### config.mk
export PLATFORM = sky130hd
export DESIGN_NAME = cp0_timer
export DESIGN_NICKNAME = d
export VERILOG_FILES = /design/src/rtl/cp0_timer.sv
export SDC_FILE = /design/constraint.sdc
export NUM_CORES = 1
export LEC_CHECK = 0
export ABC_AREA = 1
export BUFFER_PORTS_ARGS = -buffer_cell sky130_fd_sc_hd__buf_2
export CAP_MARGIN = 20
export CORE_AREA = 10 10 156 158
export DETAILED_ROUTE_END_ITERATION = 10
export DIE_AREA = 0 0 166 168
export PLACE_DENSITY = 0.68
export SLEW_MARGIN = 25
export SYNTH_ARGS = -nofsm -noshare
export SYNTH_HDL_FRONTEND = slang
export SYNTH_SLANG_ARGS = --single-unit
export TNS_END_PERCENT = 100
### constraint.sdc
create_clock -name clk -period 3.2 [get_ports clk]
set_clock_uncertainty 0.15 [all_clocks]
set_input_delay 0.32 -clock clk [delete_from_list [all_inputs] [get_ports clk]]
set_output_delay 0.32 -clock clk [all_outputs]
set_load 0.02 [all_outputs]
### src/rtl/cp0_timer.sv
`default_nettype none
// ============================================================================
// cp0_timer : MIPS coprocessor-0 (SR/Cause/EPC/PRId) with Count/Compare timer
// Rev 1.0
// ============================================================================
module cp0_timer #(
  parameter int          N_INT     = 5,
  parameter logic [31:0] PRID_VAL  = 32'h0000_0000,
  parameter bit          TIMER_EN  = 1'b1,
  parameter int          COUNT_DIV = 1
) (
  input  logic             clk,
  input  logic             reset,
  input  logic             WE,
  input  logic [4:0]       regAddr,
  input  logic [31:0]      dataIn,
  input  logic [31:0]      PCnow,
  input  logic [N_INT-1:0] INTcodeIn,
  input  logic [4:0]       EXCcodeIn,
  input  logic             if_delaybanch,
  input  logic             if_eret,
  output logic [31:0]      EPCout,
  output logic [31:0]      dataOut,
  output logic             Req,
  output logic             timer_irq
);

  localparam logic [4:0]  c_ADDR_COUNT   = 5'd9;
  localparam logic [4:0]  c_ADDR_COMPARE = 5'd11;
  localparam logic [4:0]  c_ADDR_SR      = 5'd12;
  localparam logic [4:0]  c_ADDR_CAUSE   = 5'd13;
  localparam logic [4:0]  c_ADDR_EPC     = 5'd14;
  localparam logic [4:0]  c_ADDR_PRID    = 5'd15;
  localparam logic [5:0]  c_IM_MASK      = 6'((7'd1 << (N_INT + 1)) - 7'd1);
  localparam logic [31:0] c_SR_MASK      = {16'h0000, c_IM_MASK, 8'h00, 2'b11};
  localparam logic [7:0]  c_PRESC_MAX    = 8'(COUNT_DIV - 1);

  logic [31:0] sr_q, sr_d;
  logic        bd_q, bd_d;
  logic [5:0]  ip_q;
  logic [4:0]  exc_q, exc_d;
  logic [31:0] epc_q, epc_d;
  logic [31:0] count_q;
  logic [31:0] compare_q;
  logic        tpend_q;

  logic [5:0]  w_ip_vec;
  logic        w_exl;
  logic        w_int_req;
  logic        w_exc_req;
  logic        w_wr;

  // The timer line sits directly above the external lines.
  assign w_ip_vec  = 6'({tpend_q, INTcodeIn});
  assign w_exl     = sr_q[1];
  assign w_int_req = ~w_exl & sr_q[0] & (|(w_ip_vec & sr_q[15:10]));
  assign w_exc_req = ~w_exl & (EXCcodeIn != 5'd0);
  assign Req       = w_int_req | w_exc_req;
  assign w_wr      = WE & ~Req;

  always_comb begin
    sr_d  = sr_q;
    bd_d  = bd_q;
    exc_d = exc_q;
    epc_d = epc_q;
    if (Req) begin
      sr_d[1] = 1'b1;
      bd_d    = if_delaybanch;
      epc_d   = if_delaybanch ? (PCnow - 32'd4) : PCnow;
      exc_d   = w_int_req ? 5'd0 : EXCcodeIn;
    end else begin
      if (w_wr && regAddr == c_ADDR_SR)  sr_d  = dataIn & c_SR_MASK;
      if (w_wr && regAddr == c_ADDR_EPC) epc_d = {dataIn[31:2], 2'b00};
      if (if_eret)                       sr_d[1] = 1'b0;
    end
  end

  always_ff @(posedge clk or negedge reset) begin
    if (!reset) begin
      sr_q  <= '0;
      bd_q  <= 1'b0;
      ip_q  <= '0;
      exc_q <= '0;
      epc_q <= '0;
    end else begin
      sr_q  <= sr_d;
      bd_q  <= bd_d;
      ip_q  <= w_ip_vec;
      exc_q <= exc_d;
      epc_q <= epc_d;
    end
  end

  if (TIMER_EN) begin : g_timer
    logic [7:0] presc_q;
    logic       w_wr_count;
    logic       w_wr_compare;

    assign w_wr_count   = w_wr & (regAddr == c_ADDR_COUNT);
    assign w_wr_compare = w_wr & (regAddr == c_ADDR_COMPARE);

    always_ff @(posedge clk or negedge reset) begin
      if (!reset) begin
        presc_q   <= '0;
        count_q   <= '0;
        compare_q <= 32'hFFFF_FFFF;
        tpend_q   <= 1'b0;
      end else begin
        if (w_wr_count) begin
          presc_q <= '0;
          count_q <= dataIn;
        end else if (presc_q == c_PRESC_MAX) begin
          presc_q <= '0;
          count_q <= count_q + 32'd1;
        end else begin
          presc_q <= presc_q + 8'd1;
        end

        // A Compare write acknowledges the timer and beats a same-cycle match.
        if (w_wr_compare) begin
          compare_q <= dataIn;
          tpend_q   <= 1'b0;
        end else if (count_q == compare_q) begin
          tpend_q   <= 1'b1;
        end
      end
    end
  end else begin : g_no_timer
    assign count_q   = '0;
    assign compare_q = '0;
    assign tpend_q   = 1'b0;
  end

  always_comb begin
    dataOut = '0;
    case (regAddr)
      c_ADDR_COUNT:   dataOut = count_q;
      c_ADDR_COMPARE: dataOut = compare_q;
      c_ADDR_SR:      dataOut = sr_q;
      c_ADDR_CAUSE:   dataOut = {bd_q, 15'b0, ip_q, 3'b0, exc_q, 2'b00};
      c_ADDR_EPC:     dataOut = epc_q;
      c_ADDR_PRID:    dataOut = PRID_VAL;
      default:        dataOut = '0;
    endcase
  end

  assign EPCout    = epc_q;
  assign timer_irq = tpend_q;

endmodule
`default_nettype wire

# Yosys cells after proc, flatten, opt, wreduce, memory -nomap -nowiden
# Cells that the tools add are included.
# W data, S select, Z words.
# op_classes
n_reduce_logical	10
eq_ne	6
bitwise_logic	10
addsub	3
muxes	14
# op_table
cell	count
$mux W32	5
$pmux W32 S5	1
$add A32 B1 Y32 const B	1
$eq A32 B32 Y1	1
$sub A32 B3 Y32 const B	1
$eq A5 B4 Y1 const B	5
$mux W8	2
$add A8 B1 Y8 const B	1
$logic_not A8 Y1	1
$and A1 B1 Y1	6
$and A6 B6 Y6	1
$reduce_bool A2 Y1	3
$reduce_or A6 Y1	1
$mux W5	1
$reduce_bool A5 Y1	1
$mux W1	4
$reduce_bool A3 Y1	1
$logic_and A1 B1 Y1	2
$mux W2	1
$not A1 Y1	2
$reduce_and A2 Y1	1
$or A1 B1 Y1	1
# word_totals
ff_bits	125
input_bits	84
output_inout_bits	66

# Depth between registers and ports, before layout
# Gate-level depths: netlist of run 1.
# logic_depth
word_depth	10
depth_mapped	12

# Least setup slack after synthesis of run 1
# OpenSTA, ideal clock, no wires.
# synth_timing
path_kind	input to output
from	in regAddr[0]
to	out dataOut[11]
path_slack_ps	1144
required_time_ps	2730
path_stages	7
n_path_buf	1
t_arrival_ps	1586
path_cell_list	inv_1 -> nor2_2 -> nand2_1 -> nor2_2 -> clkinv_1 -> buf_2 -> o21ai_0
# synth_between
elab_chain_len	2
word_cells_on_any_way	6
classes_between	5 x eq/ne; 1 x mux
# synth_rtl
item	line_no	text
start: declaration	15	input logic [4:0] regAddr,
$eq A5 B4 Y1	136	case (regAddr)
$pmux W32 S5 (*)	136	
end: declaration	23	output logic [31:0] dataOut,
# Mark *: on every way between the ends. The rest lies on a longest branch, timed or not.

# Final worst setup path of run 1
# layout_timing
from	in INTcodeIn[3]
to	reg epc_q[10], in the netlist EPCout[10]
# layout_between
elab_chain_len	8
word_cells_on_any_way	9
classes_between	1 x mux; 5 x bitwise; 3 x reduce/logical
# layout_rtl
item	line_no	text
start: declaration	18	input logic [N_INT-1:0] INTcodeIn,
$and A6 B6 Y6 (*)	56	assign w_int_req = ~w_exl & sr_q[0] & (|(w_ip_vec & sr_q[15:10]));
$reduce_or A6 Y1 (*)	56	
$and A1 B1 Y1 (*)	56	
$or A1 B1 Y1 (*)	58	assign Req = w_int_req | w_exc_req;
$not A1 Y1 (no line)	n/a	
$and A1 B1 Y1	59	assign w_wr = WE & ~Req;
$logic_and A1 B1 Y1	73	if (w_wr && regAddr == c_ADDR_EPC) epc_d = {dataIn[31:2], 2'b00};
$reduce_bool A2 Y1 (no line)	n/a	
end signal: assignment	90	epc_q <= epc_d;
end: declaration	42	logic [31:0] epc_q, epc_d;
# Marks and branches as above.
# A chain may end at the register's enable or synchronous reset.

==> impl_metrics.py, run 1 <==
metrics = {
    "finish": {
        "fin_nets": 1455,
        "layout-drive-gt1-share": 0.195,
        "layout.cells.non_filler": 1660,
        "areaGrowthSynthToFinish_pct": 20.7,
        "diodes": 0,
        "fin_area_sq_um": 10100,
    },
    "global_route": {
        "grt_max_degree": 61,
        "use_met1": 0.286,
        "grt_util_all_layers": 0.215,
        "grtUsageMet3": 0.0440,
        "antenna_found_initial": 0,
        "grt_pass1_vias": 8558,
        "busiest_layer": "met2",
        "met2_usage": 0.341,
        "overflow": 0,
        "grt_first_pass_wirelength_microns": 48100,
    },
    "critical_path": {
        "worstSetupPathType": "in -> reg",
        "critical_path_required_ns": 3.39,
        "crit_arrival_ns": 2.94,
        "crit_path_start_kind": "input port",
        "critPathMaxFanout": 22,
        "endpoint_kind": "flip-flop",
    },
    "sta": {
        "fin_setup_tns_ns": 0,
        "setup_violations": 0,
        "layout_min_cycle_time_ns": 2.75,
        "fmax_mhz": 364,
        "relSlewSlack": 0.418,
        "tightestPinTransition_ns": 0.871,
        "timing.final.crit_share": 0.859,
        "rsz0062_at_grt": "no",
        "slew_violations": 0,
        "hold_ws_ns": 0.00623,
        "final_hold_viol_count": 0,
    },
    "clock_tree": {
        "cts_buffer_depth": 2,
        "clkTransAtPathRegs_ns": 0.07,
        "htreeDepth": 4,
        "cts_buffers": 17,
        "cts-root-buf": "clkbuf_16",
        "insertion_delay_ns": 0.43,
        "ctsResizeCount": 0,
        "clock-sinks": 125,
        "cts_post_setup_buffers_inserted": 0,
        "cts_tree": "done",
    },
    "place": {
        "hpwl_microns": 24100,
        "place.gp.congestion": 0.923,
        "placed_cell_area_sq_um": 9300,
        "portBuffers": 149,
        "dp_cells": 1608,
    },
    "yosys": {
        "synth-warning-count": 0,
        "syn_avg_cell_area_sq_um": 6.86,
        "ys_ff_latch": 125,
        "synth_area_sq_um": 8370,
        "synth_seq_area_share": 0.378,
        "synthFlopType": "dfrtp_1",
        "syn_nets": 1308,
        "synth.distinct_cells": 46,
        "synth_edf_count": 0,
        "synthCells": 1220,
        "synthArstFlopShare": 1.00,
    },
    "drt": {
        "avgViaCountPerCell": 5.28,
        "antenna_left": 0,
        "wl_per_cell_microns": 18.5,
        "via_count": 8762,
        "drt_first_iter_violations": 862,
        "drtPass1Iterations": 8,
        "drc": 0,
        "wirelength_microns": 30600,
    },
    "floorplanning": {
        "core_area_sq_um": 21400,
        "dieArea_sq_um": 27900,
        "rows": 54,
        "initial_utilization": 0.391,
        "ioPinCount": 150,
        "die_x_microns": 166,
        "chipHeight_microns": 168,
    },
    "pwr": {
        "p_total_w": 0.00753,
        "swShare": 0.424,
        "power_frac_clock": 0.271,
        "power_frac_seq": 0.375,
        "pwr_density_cell_nw_per_um2": 745,
        "power_leakage_nw": 5.00,
        "pwr-share-comb": 0.354,
        "peakVddDrop_mv": 0.297,
        "p_sw_w": 0.00320,
        "power.internal_w": 0.00434,
    },
    "flow_run": {
        "cap_violations": 0,
    },
    "outcome": {
        "status": "finished, final reports clean",
    },
    "hold_path": {
        "hold_path_class": "in -> reg",
    },
}
cell type report:
type	count	area, sq um
clock buffers	18	439
flip-flops and latches	125	3170
inverters	157	589
multi-input cells	887	4350
clock inverters	14	173
repair buffers	179	1040
well taps	280	350
fillers	2192	11300
worst max-delay path, stage by stage:
cell           delay [ns]
dlygate4sd3_1        0.53
buf_2                0.14
nand2_1              0.06
nand2_1              0.06
nor2_1               0.12
nand2_2              0.12
nand2_4              0.14
nand2_4              0.17
nor2_2               0.44
inv_1                0.50
o22ai_1              0.32
cell usage after synthesis, types with 2 or more instances:
library cell  instances  area, sq um
a211o_1               3         26.3
a21oi_1              16         80.1
and2_1                2         12.5
buf_2                24          120
buf_4                 4         30.0
buf_6                 2         22.5
clkbuf_1             12         45.0
clkbuf_2              8         40.0
clkinv_1              3         11.3
dfrtp_1              93         2330
dfstp_2              32          841
ha_1                  4         50.1
inv_1               144          541
inv_2                10         37.5
nand2_1             368         1380
nand2_2               5         31.3
nand2_4               4         45.0
nand3_1             121          606
nand3b_1              7         52.6
nand4_1              15         93.8
nor2_1              108          405
nor2_2               10         62.6
nor2_4                2         22.5
nor3_1                6         30.0
nor3_2                2         20.0
o2111ai_1             2         17.5
o211ai_1              7         52.6
o21ai_0              60          300
o21ai_1              51          255
o221ai_1             12          105
o22ai_1               9         56.3
or2_2                 8         50.1
xnor2_1              28          245
xor2_1               26          228
timing repair:
| action | in CTS | in global routing |
|---|---|---|
| endpoints found under the hold margin | 57 | 0 |
| setup endpoints to repair | 0 | 0 |
| hold buffers | 20 | 0 |
layout by cell type (no fill, tap or decap), types with 12 or more instances in the layout:
cell type and count:
buf_2 148, xor2_1 26, inv_1 144, dfstp_2 32, dfrtp_1 93, a21oi_1 16, dlygate4sd3_1 20, xnor2_1 28
o221ai_1 12, nand3_1 121, clkbuf_16 17, nand2_1 368, nor2_1 108, o21ai_0 60, o21ai_1 51, nand4_1 15
layer usage:
| metal | up-vias | routed length [microns] |
|---|---|---|
| met2 | 388 | 14000 |
| met3 | 48 | 2400 |
| met5 | - | 0 |
| li1 | 4203 | - |
| met4 | 0 | 778 |
| met1 | 4123 | 13400 |
final timing paths:
check	startpoint	end	slack, ns	cells past startpoint
min	EXCcodeIn[1]	exc_q[1]$_DFFE_PN0N_	0.006	3
min reg2reg	timer_irq$_DFFE_PN0P_	ip_q[5]$_DFF_PN0_	0.30	0
max	INTcodeIn[3]	EPCout[10]$_DFFE_PN0P_	0.45	11
min in group asynchronous	reset	count_q[2]$_DFFE_PN0P_	0.37	2
max reg2reg	timer_irq$_DFFE_PN0P_	EPCout[10]$_DFFE_PN0P_	0.58	9
max in group asynchronous	reset	compare_q[25]$_DFFE_PN1P_	1.69	3
flip-flops by register name (all words and copies together), names as in the netlist, 5 cells and up:
name	count
exc_q	5
g_timer.presc_q	8
ip_q	6
EPCout	32
sr_q	8
count_q	32
compare_q	32
stage by stage:
stage	utilization	setup slack (ns)
after floorplan	-	1.14
after global routing	0.472	0.268
after global placement	0.434	0.572
after CTS	0.472	0.486
after detailed placement	0.434	0.582
final	0.472	0.452
power by group through the flow:
| stage | clock, W | sequential, W | combinational, W |
|---|---|---|---|
| global route | 0.00212 | 0.00289 | 0.00297 |
| finish | 0.00204 | 0.00283 | 0.00267 |
| floorplan | 0 | 0.00279 | 0.00169 |
| detailed placement | 0 | 0.00282 | 0.00263 |
| global placement | 0 | 0.00283 | 0.00258 |
| CTS | 0.00205 | 0.00280 | 0.00267 |
cells by family after synthesis:
family          synth area share
fa+ha+maj                0.00598
compound gates             0.112
flops                      0.378
simple gates               0.345
xor+xnor                  0.0565
buf+inv                    0.102
(Power assumes the default switching activity.)
==> inputs of run 2 (changes only) <==
--- a/config.mk
+++ b/config.mk
@@ -8,10 +8,10 @@
 export ABC_AREA = 1
 export BUFFER_PORTS_ARGS = -buffer_cell sky130_fd_sc_hd__buf_2
 export CAP_MARGIN = 20
-export CORE_AREA = 10 10 156 158
+export CORE_AREA = 10 10 128 130
 export DETAILED_ROUTE_END_ITERATION = 10
-export DIE_AREA = 0 0 166 168
-export PLACE_DENSITY = 0.68
+export DIE_AREA = 0 0 138 140
+export PLACE_DENSITY = 0.94
 export SLEW_MARGIN = 25
 export SYNTH_ARGS = -nofsm -noshare
 export SYNTH_HDL_FRONTEND = slang
==> run 2 against run 1 <==
  * The flow now finishes with violations (hold timing)
  * Combinational power hardly changed
  * Maximum frequency is 1.3% lower
  * Via count is 6.1% higher
  * Non-clock buffer count is 3 lower
  * Register-to-register slack worse by 0.05 ns
  * Utilization is 25 points higher
  * Routed wire length is 4.0% lower
  * Count of clock-buffer cells in the layout is 1 lower
==> impl_metrics.py, run 2 (same netlist as run 1, synthesis figures left out) <==
metrics = {
    "floorplanning": {
        "dieArea_sq_um": 19300,
        "chipHeight_microns": 140,
        "initial_utilization": 0.608,
        "core_area_sq_um": 13800,
        "rows": 43,
        "ioPinCount": 150,
        "die_x_microns": 138,
    },
    "sta": {
        "hold_ws_ns": -0.000471,
        "final_hold_viol_count": 1,
        "timing.final.crit_share": 0.870,
        "slew_violations": 0,
        "tightestPinTransition_ns": 0.808,
        "layout_min_cycle_time_ns": 2.78,
        "relSlewSlack": 0.460,
        "setup_violations": 0,
        "rsz0062_at_grt": "no",
        "fmax_mhz": 359,
        "fin_setup_tns_ns": 0,
    },
    "drt": {
        "drc": 0,
        "wl_per_cell_microns": 18.9,
        "avgViaCountPerCell": 5.97,
        "antenna_left": 0,
        "drtPass1Iterations": 6,
        "wirelength_microns": 29400,
        "drt_first_iter_violations": 1316,
        "via_count": 9294,
    },
    "global_route": {
        "grt_first_pass_wirelength_microns": 46800,
        "grt_max_degree": 61,
        "antenna_found_initial": 2,
        "grt_pass1_vias": 8850,
        "overflow": 0,
        "grt_util_all_layers": 0.295,
    },
    "clock_tree": {
        "clock-sinks": 125,
        "htreeDepth": 4,
        "cts_tree": "done",
        "cts_buffers": 17,
        "ctsResizeCount": 0,
        "cts-root-buf": "clkbuf_16",
        "cts_buffer_depth": 2,
        "clkTransAtPathRegs_ns": 0.06,
        "insertion_delay_ns": 0.43,
    },
    "flow_run": {
        "cap_violations": 0,
    },
    "hold_path": {
        "min_from": "dataIn[22]",
        "hold_path_class": "in -> reg",
        "min_path_cells": 3,
        "holdPathEnd": "count_q[22]$_DFFE_PN0P_",
    },
    "finish": {
        "fin_nets": 1452,
        "layout_common_cells": "368 x nand2_1, 148 x buf_2, 144 x inv_1",
        "areaGrowthSynthToFinish_pct": 19.1,
        "layout-drive-gt1-share": 0.194,
        "final_common_cell": "nand2_1",
        "fin_area_sq_um": 9970,
    },
    "pwr": {
        "peakVddDrop_mv": 0.498,
        "p_total_w": 0.00762,
        "pwr_density_cell_nw_per_um2": 764,
        "power_leakage_nw": 4.99,
    },
    "place": {
        "place.gp.congestion": 1.03,
        "placed_cell_area_sq_um": 9150,
        "hpwl_microns": 22100,
        "portBuffers": 149,
    },
    "critical_path": {
        "critical_path_required_ns": 3.38,
        "r2r_slack_ns": 0.53,
        "worstPathCellList": "dlygate4sd3_1 -> buf_2 -> nand2_1 -> nand2_1 -> nor2_1 -> nand2_2 -> nand2_4 -> nand2_4 -> nor2_2 -> inv_1 -> o21ai_0",
        "crit_arrival_ns": 2.96,
        "worst-path-buf-inv": 3,
        "slowest_delay_ns": 0.56,
        "critPathMaxFanout": 22,
        "r2r_cells": 9,
        "crit_path_start_kind": "input port",
        "r2r_start": "timer_irq$_DFFE_PN0P_",
        "worstSetupPathType": "in -> reg",
        "endpoint_kind": "flip-flop",
        "crit_family": "buffers and inverters",
        "cp_slowest_cell": "dlygate4sd3_1",
        "worstReg2RegEnd": "EPCout[14]$_DFFE_PN0P_",
    },
    "outcome": {
        "violations": "hold timing",
        "status": "finished, violations left",
    },
}
-- run 2: cell types whose count changed in the layout (fill, tap and decap cells not counted), sizes merged --
cell / change
inv: -3
buf: -2
bufinv: +2
clkinvlp: +2
clkbuf: -1
diode: +1
dlygate4sd3: -1
-- run 2: final cells by class --
| cell class | count | area [sq um] |
|---|---|---|
| fill | 1091 | 3800 |
| tap | 180 | 225 |
| timing repair buffer | 176 | 998 |
| clock buffer | 17 | 425 |
| clock inverter | 15 | 210 |
| antenna | 1 | 2.50 |
| sequential | 125 | 3170 |
| multi-input combinational | 887 | 4350 |
| inverter | 157 | 589 |
-- run 2: what timing repair did --
item                                    in CTS  in global routing
endpoints found under the setup margin       0                  0
setup buffers                                0                  0
hold endpoints to repair                    61                  0
hold buffers                                19                  0
-- run 2: how the worst max path moves through the flow --
stage / start / to / slack (ns) / cells after the start
detailed placement: INTcodeIn[4] / EPCout[24]$_DFFE_PN0P_ / 0.64 / 10
global route: INTcodeIn[4] / EPCout[14]$_DFFE_PN0P_ / 0.23 / 11
floorplan: regAddr[0] / dataOut[11] / 1.14 / 7
global placement: regAddr[2] / dataOut[11] / 0.74 / 8
finish: INTcodeIn[3] / EPCout[14]$_DFFE_PN0P_ / 0.42 / 11
CTS: INTcodeIn[4] / EPCout[14]$_DFFE_PN0P_ / 0.48 / 11
-- run 2: through the flow --
stage / setup slack [ns] / std cells / util / hold WS (ns)
3_5_place_dp: 0.635 / 1506 / 0.664 / 0.260
3_3_place_gp: 0.740 / 1506 / 0.664 / 0.254
4_1_cts: 0.479 / 1557 / 0.724 / 0.000733
2_1_floorplan: 1.14 / 1220 / - / -0.126
5_1_grt: 0.227 / 1558 / 0.724 / 0.0155
6_report: 0.416 / 1558 / 0.724 / -0.000471
-- run 2: where the power goes --
part	switching (W)	internal (W)	total, W
logic	0.00175	0.000932	0.00268
registers	0.000633	0.00220	0.00283
clock network	0.000792	0.00132	0.00211
-- run 2: worst reg2reg max path, stage by stage (launching register included) --
cell and delay (ns):
dfrtp_1 0.42, nand2_1 0.11, nand2_1 0.06, nor2_1 0.18, nand2_2 0.12, nand2_4 0.14, nand2_4 0.18, nor2_2 0.42
inv_1 0.46, o21ai_0 0.33
-- run 2: metal layers --
metal | vias up | share of wire | global-route usage
met5 | - | 0.00051 | 0
met4 | 2 | 0.040 | 0.124
met3 | 109 | 0.12 | 0.0690
met2 | 704 | 0.46 | 0.480
met1 | 4295 | 0.37 | 0.368
li1 | 4184 | - | -
